### config.mk
export PLATFORM = sky130hd
export DESIGN_NAME = apb_gpio_slave
export DESIGN_NICKNAME = d
export VERILOG_FILES = /design/src/rtl/apb_gpio_slave.sv
export SDC_FILE = /design/constraint.sdc
export NUM_CORES = 1
export LEC_CHECK = 0
export CAP_MARGIN = 30
export CORE_ASPECT_RATIO = 0.5
export CORE_UTILIZATION = 30
export DETAILED_ROUTE_END_ITERATION = 16
export DONT_BUFFER_PORTS = 1
export PLACE_DENSITY = 0.48
export REMOVE_ABC_BUFFERS = 1
export SLEW_MARGIN = 30
export SYNTH_ARGS = -nofsm -noshare
export SYNTH_HDL_FRONTEND = slang
export SYNTH_SLANG_ARGS = --single-unit
### constraint.sdc
create_clock -name PCLK -period 5.65 [get_ports PCLK]
set_input_delay 0.565 -clock PCLK [delete_from_list [all_inputs] [get_ports PCLK]]
set_output_delay 0.565 -clock PCLK [all_outputs]
set_load 0.1 [all_outputs]
### src/rtl/apb_gpio_slave.sv
// APB GPIO slave: OUT register drives gpio_out, IN register returns two-flop synchronized gpio_in.
// Latency: PREADY rises in access cycle WAIT_CYCLES+1; IN register lags the pins by 2 PCLK cycles.
// Backpressure: PREADY is held low for WAIT_CYCLES access cycles; dropping PSEL aborts without side effects.
// Optional feature macro: GPIO_PSLVERR_EN adds the PSLVERR error-response port.
module apb_gpio_slave #(
    parameter int unsigned WAIT_CYCLES = 1,
    parameter logic [31:0] OUT_RESET   = 32'h0
) (
    input  logic        PCLK,
    input  logic        PRESET,
    input  logic [1:0]  PSEL,
    input  logic        PENABLE,
    input  logic        PWRITE,
    input  logic [31:0] PADDR,
    input  logic [31:0] PWDATA,
    output logic [31:0] PRDATA,
    output logic        PREADY,
    input  logic [31:0] gpio_in,
    output logic [31:0] gpio_out
`ifdef GPIO_PSLVERR_EN
    ,
    output logic        PSLVERR
`endif
);

    localparam logic [31:0] ADDR_OUT  = 32'h0000_1000;
    localparam logic [31:0] ADDR_IN   = 32'h0000_1004;
    localparam logic [3:0]  WAIT_N    = 4'(WAIT_CYCLES);
    localparam logic        ZERO_WAIT = (WAIT_N == 4'd0);

    typedef enum logic [1:0] {
        IDLE  = 2'd0,
        WAIT  = 2'd1,
        READY = 2'd2
    } state_t;

    state_t      state;
    logic [3:0]  wait_cnt;
    logic [31:0] cap_addr;
    logic [31:0] cap_wdata;
    logic        cap_write;
    logic [31:0] sync_q1;
    logic [31:0] sync_q2;

    logic        sel;
    logic        setup;
    logic [3:0]  cnt_inc;
    logic        wait_done;
    logic        commit_wr;
    logic        enter_ready;
    logic [31:0] out_next;
    logic [31:0] tgt_addr;
    logic        tgt_write;
    logic [31:0] tgt_rdata;

    // Only the GPIO select code addresses this block; any other code is "not us".
    assign sel     = (PSEL == 2'b10);
    assign setup   = sel && !PENABLE;
    assign cnt_inc = wait_cnt + 4'd1;
    assign wait_done = (cnt_inc == WAIT_N);

    // A write lands only at the end of a READY cycle whose select is still held.
    assign commit_wr = (state == READY) && sel && cap_write && (cap_addr == ADDR_OUT);
    assign out_next  = commit_wr ? cap_wdata : gpio_out;

    // READY is entered either from WAIT (captured request) or straight from a
    // setup edge when no wait states are configured (live request).
    assign enter_ready = ((state == WAIT) && sel && wait_done) ||
                         ((state != WAIT) && setup && ZERO_WAIT);
    assign tgt_addr  = (state == WAIT) ? cap_addr  : PADDR;
    assign tgt_write = (state == WAIT) ? cap_write : PWRITE;

    // Read data for the transfer entering READY; OUT is forwarded so a read
    // chained directly behind a write sees the new value.
    always_comb begin
        tgt_rdata = 32'h0;
        if (!tgt_write) begin
            if (tgt_addr == ADDR_OUT) begin
                tgt_rdata = out_next;
            end else if (tgt_addr == ADDR_IN) begin
                tgt_rdata = sync_q2;
            end
        end
    end

`ifdef GPIO_PSLVERR_EN
    logic tgt_err;
    // Anything other than OUT access or IN read is an errored access.
    assign tgt_err = !((tgt_addr == ADDR_OUT) || ((tgt_addr == ADDR_IN) && !tgt_write));
`endif

    // Transfer FSM with registered PREADY/PRDATA/PSLVERR.
    always_ff @(posedge PCLK or posedge PRESET) begin
        if (PRESET) begin
            state     <= IDLE;
            wait_cnt  <= 4'd0;
            cap_addr  <= 32'h0;
            cap_wdata <= 32'h0;
            cap_write <= 1'b0;
            PREADY    <= 1'b0;
            PRDATA    <= 32'h0;
`ifdef GPIO_PSLVERR_EN
            PSLVERR   <= 1'b0;
`endif
        end else begin
            PREADY <= 1'b0;
            PRDATA <= 32'h0;
`ifdef GPIO_PSLVERR_EN
            PSLVERR <= 1'b0;
`endif
            case (state)
                IDLE, READY: begin
                    if (setup) begin
                        cap_addr  <= PADDR;
                        cap_wdata <= PWDATA;
                        cap_write <= PWRITE;
                        wait_cnt  <= 4'd0;
                        state     <= ZERO_WAIT ? READY : WAIT;
                    end else begin
                        state <= IDLE;
                    end
                end
                WAIT: begin
                    if (!sel) begin
                        state    <= IDLE;
                        wait_cnt <= 4'd0;
                    end else if (wait_done) begin
                        state    <= READY;
                        wait_cnt <= 4'd0;
                    end else begin
                        wait_cnt <= cnt_inc;
                    end
                end
                default: begin
                    state    <= IDLE;
                    wait_cnt <= 4'd0;
                end
            endcase
            if (enter_ready) begin
                PREADY <= 1'b1;
                PRDATA <= tgt_rdata;
`ifdef GPIO_PSLVERR_EN
                PSLVERR <= tgt_err;
`endif
            end
        end
    end

    // OUT register: changes only when a completed write to OUT commits.
    always_ff @(posedge PCLK or posedge PRESET) begin
        if (PRESET) begin
            gpio_out <= OUT_RESET;
        end else begin
            gpio_out <= out_next;
        end
    end

    // Two-flop synchronizer for the asynchronous input pins.
    always_ff @(posedge PCLK or posedge PRESET) begin
        if (PRESET) begin
            sync_q1 <= 32'h0;
            sync_q2 <= 32'h0;
        end else begin
            sync_q1 <= gpio_in;
            sync_q2 <= sync_q1;
        end
    end

endmodule

==> impl_metrics.ini, run 1 <==
[cts]
cts_resized = 0
cts_buffers = 17
clock_sinks = 200
clock_path_buffers = 2
htreeDepth = 4
clock-root-buffer = clkbuf_16
cts_setup_buffers = 0
cts_tree = yes
path_clk_slew_ns = 0.08
clkLatencyLatePin_ns = 0.45

[worst_setup_path]
crit_arrival_ns = 2.83
crit_required_ns = 5.93
critPathKind = reg2reg
cp_max_fo = 32
crit_path_end_kind = register
start_kind = register

[flow_run]
cap_violations = 0

[drt]
detail_route.wl_per_cell_um = 18.5
drc = 6
via_per_inst = 4.39
ant_nets = 0
wl_mm = 14.6
via_count = 3471
dr.first_iter.drc_count = 190
firstDrtPassIters = 12

[pwr]
ir_drop_uv = 184
p_leak_nw = 3.67
p_total_w = 0.00303
powerDensity_mw_per_mm2 = 374

[worst_hold_path]
min_path_type = in2reg

[yosys]
synth-simple-area-share_pct = 4.84
synth_ff_type = dfrtp_1
synthAdderAreaFrac_pct = 0.351
yosysMostFrequentCell = dfrtp_1
synthTopCellsByCount = dfrtp_1, mux2_2, nor2_1
synth-seq-cells = 200
synth_area_mm2 = 0.00713
synth_compound_area_share_pct = 6.12
synthTopCellsByArea = dfrtp_1, mux2_2, a211oi_2
synth_edf_count = 0
yosys_warnings = 0
synth_top_area_share_pct = 70.2
ys_types = 31
ys_seq_area_share_pct = 70.2
synth_cells = 461
syn_avg_cell_area_um2 = 15.5
async_reset_ff_share_pct = 100
synth_top_family_by_area = multiplexers
synthMuxAreaShare_pct = 14.9
synthXorXnorAreaFrac_pct = 0.123
synth_top_cell_by_area = dfrtp_1

[timing]
fmax_ghz = 0.392
hold_violations = 0
fin_worst_skew_ns = 0.0171
rsz0062_at_grt = no
period_share_pct = 45.1
worst_pin_slew_ns = 0.948
setup_viol = 0
finalSetupTns_ns = 0
relSlewSlack_pct = 36.8
finalMaxSlewViolations = 0
fin_crit_ns = 2.55

[grt]
grt_max_degree = 89
first_global_vias = 3762
grt_pass1_wl_mm = 23.2
grt_usage_pct = 13.1
overflow = 0
grt_antenna_before_repair = 2

[die]
ios = 167
die_area_mm2 = 0.0244
fp.dieW_um = 220
initial_core_util_pct = 30.9
die_h_um = 111
placementRows = 39
core_area_mm2 = 0.0231

[status]
status = finished with violations
violations = DRC

[placed_design]
hpwl_mm = 9.29
globalplace.congestion = 0.715
io_buffers = 0

[cells_and_area]
fillerInstances = 2203
area_growth_pct = 13.8
fin_nets = 572
post-route-util_pct = 35.2
final_layout_size_suffix_gt1_share_pct = 27.4
## area by class of cell
class | count | area, µm² | share of cell area, %
diodes | 2 | 5.00 | 0.0617
multi-input cells | 206 | 1900 | 23.4
inverters | 35 | 139 | 1.71
clock buffers | 17 | 425 | 5.24
repair buffers | 8 | 82.6 | 1.02
well taps | 307 | 384 | 4.73
flip-flops and latches | 200 | 5000 | 61.7
clock inverters | 15 | 178 | 2.19
## critical path: stages, from the launching register on
cell and delay [ns]:
dfrtp_1 0.39, nor4b_2 0.36, nand4_1 0.23, nor4_4 0.28, buf_4 0.59, mux2i_1 0.38
a211oi_2 0.12
## final timing paths
kind | endpoint | startpoint | cells past startpoint | slack (ns)
worst max-delay path | PRDATA[8] | cap_addr[13] | 6 | 3.10
worst min-delay path | sync_q1[29] | gpio_in[29] | 0 | 0.14
worst max register to register | PRDATA[8] | cap_addr[13] | 6 | 3.10
worst min register to register | sync_q2[2] | sync_q1[2] | 0 | 0.35
max in group asynchronous | PRDATA[28] | PRESET | 4 | 3.47
min in group asynchronous | cap_wdata[16] | PRESET | 2 | 0.64
## through the flow
stage,area [µm²],cells,setup WS [ns],hold slack [ns]
finish,8110,790,3.10,0.139
global placement,7470,754,3.06,0.332
CTS,8110,788,3.04,0.107
global route,8110,789,2.89,0.102
floorplan,7010,441,-0.369,0.331
detailed placement,7500,755,3.07,0.335
## sequential cells by signal, summed over array words and instances (netlist names)
| name | cells |
|---|---|
| sync_q2 | 32 |
| PREADY | 1 |
| PRDATA | 32 |
| gpio_out | 32 |
| cap_addr | 32 |
| cap_wdata | 32 |
| cap_write | 1 |
| wait_cnt | 4 |
| state | 2 |
| sync_q1 | 32 |
## where the power goes
part	switching [W]	internal, W	total, W
logic	0.0000889	0.0000906	0.000180
clock network	0.000603	0.000635	0.00124
registers	0.0000615	0.00155	0.00161
total	0.000754	0.00228	0.00303
## kinds of logic after synthesis
kind of cell | count (synthesis)
flip-flops | 200
multiplexers | 98
AND/OR/NAND/NOR | 66
buffers and inverters | 55
AO/OA/AOI/OAI | 39
adder cells (fa/ha/maj) | 2
XOR/XNOR | 1
## cells in the final DEF (no fill, tap or decap), types with 2 or more instances in the layout
cell type / count
a211oi_2: 31
buf_4: 6
clkbuf_16: 17
clkinv_8: 3
dfrtp_1: 200
diode_2: 2
ha_1: 2
inv_1: 34
inv_6: 5
inv_8: 4
mux2_1: 12
mux2_2: 53
mux2i_1: 32
nand2_1: 5
nand2b_1: 3
nand4_1: 2
nor2_1: 38
nor3_1: 3
nor4_1: 5
nor4_2: 2
o21ai_0: 4
## per-layer routing
metal	global-route usage, %	wire length [µm]	part of all wire (%)
met1	16.4	6460	44
met2	20.8	7220	50
met3	4.72	654	4.5
met4	4.60	248	1.7
met5	0	0	0
## timing repair
item	CTS	global route
hold endpoints to repair	58	0
setup endpoints to repair	0	0
hold buffers	1	0
(Power assumes the default switching activity.)
==> run 2, diff against run 1 <==
PLACE_DENSITY = 0.47   (was 0.48)
clock period = 2.4 ns   (was 5.65 ns; I/O delays follow)
==> impl_metrics.ini, run 2 (same netlist as run 1, synthesis figures left out) <==
[timing]
finalMaxSlewViolations = 0
setup_viol = 0
hold_slack_ns = 0.137
setup_slack_ns = 0.191
fin_worst_skew_ns = 0.00882
hold_violations = 0
fin_crit_ns = 2.21
worst_pin_slew_ns = 0.913
finalSetupTns_ns = 0
fmax_ghz = 0.453
rsz0062_at_grt = no
relSlewSlack_pct = 39.2
period_share_pct = 92.1

[status]
violations = DRC
status = finished with violations

[die]
placementRows = 39
ios = 167
fp.dieW_um = 220
die_area_mm2 = 0.0244
core_area_mm2 = 0.0231
die_h_um = 111
initial_core_util_pct = 30.9

[cts]
clkLatencyLatePin_ns = 0.44
cts_buffers = 17
cts_resized = 0
htreeDepth = 4
path_clk_slew_ns = 0.07
clock_sinks = 200
clock-root-buffer = clkbuf_16
cts_hold_buf = 98
clock_path_buffers = 2
cts_tree = yes
cts_setup_buffers = 0

[cells_and_area]
final_cell_mix = dfrtp_1, dlygate4sd3_1, mux2_2
diodes = 0
final_layout_size_suffix_gt1_share_pct = 28.4
multi_input_area_mm2 = 0.00190
fillerInstances = 2131
fin_cells = 931
postLayoutCellArea_mm2 = 0.00946
seq_area_mm2 = 0.00500
area_growth_pct = 32.6
fin_nets = 715
final_common_cell = dfrtp_1

[drt]
ant_nets = 0
firstDrtPassIters = 12
via_per_inst = 4.25
drc = 4
detail_route.wl_per_cell_um = 16.6
dr.first_iter.drc_count = 161
wl_mm = 15.5
via_count = 3961

[grt]
first_global_vias = 4456
grt_antenna_before_repair = 0
overflow = 0
grt_max_degree = 66
grt_pass1_wl_mm = 25.3
grt_usage_pct = 14.0

[worst_setup_path]
cpMaxStageDelayCell = or3b_2
crit_arrival_ns = 2.56
crit_path_end_kind = register
crit_top_cell = nor4_1
critPathKind = reg2reg
crit_required_ns = 2.75
max_stage_delay_ns = 0.51
cp_max_fo = 32
worstPathCellList = nor4_1, nand4_1, nor4_1, or3b_2, buf_12, a211oi_2
start_kind = register

[pwr]
ir_drop_uv = 391
powerDensity_mw_per_mm2 = 755
p_leak_nw = 4.33

[placed_design]
io_buffers = 0
dp_cells = 801
place_area_mm2 = 0.00791
dp_slack_ns = 0.149
globalplace.congestion = 0.743
hpwl_mm = 10.2

[flow_run]
cap_violations = 0

[worst_hold_path]
min_path_type = in2reg
==> run 2: cell type report <==
class | instances | share of cell area [%]
Timing Repair Buffer | 151 | 15.5
Multi-Input combinational cell | 206 | 20.0
Inverter | 35 | 1.47
Tap cell | 307 | 4.06
Clock buffer | 19 | 4.68
Clock inverter | 13 | 1.34
Sequential cell | 200 | 52.9
==> run 2: worst paths after layout <==
path                                    from            end  slack (ns)  depth (start not counted)
worst max-delay path            cap_addr[23]     PRDATA[30]        0.19                          6
worst min-delay path                 PENABLE    wait_cnt[0]        0.14                          4
worst max register to register  cap_addr[23]     PRDATA[30]        0.19                          6
worst min register to register   sync_q1[27]    sync_q2[27]        0.34                          0
max in group asynchronous             PRESET    sync_q1[14]        1.38                          3
min in group asynchronous             PRESET  cap_wdata[20]        0.36                          2
==> run 2: power by group <==
group	internal [W]	switching, W	total [W]
clock network	0.00147	0.00129	0.00276
logic	0.000341	0.000236	0.000577
registers	0.00365	0.000146	0.00380
total	0.00546	0.00167	0.00714
==> run 2: layer usage <==
metal / wire length (µm) / up-vias / global-route usage (%) / share of wire (%)
met5: 0 / - / 0 / 0
li1: - / 1864 / - / -
met3: 609 / 13 / 4.36 / 3.9
met2: 7910 / 40 / 22.7 / 51
met4: 162 / 0 / 4.83 / 1.0
met1: 6820 / 2044 / 17.7 / 44
==> run 2: critical path: cells and delay by family, from the launching register on <==
family,cells,cell delay [ns]
buf+inv,1,0.22
compound gates,1,0.21
flops,1,0.37
simple gates,4,1.30
==> run 2: per-stage QoR <==
| step | total power (W) | utilization [%] |
|---|---|---|
| finish | 0.00714 | 41.0 |
| global route | 0.00751 | 41.0 |
| CTS | 0.00726 | 41.0 |
| detailed placement | 0.00432 | 34.3 |
| global placement | 0.00430 | 34.3 |
| floorplan | 0.00418 | - |
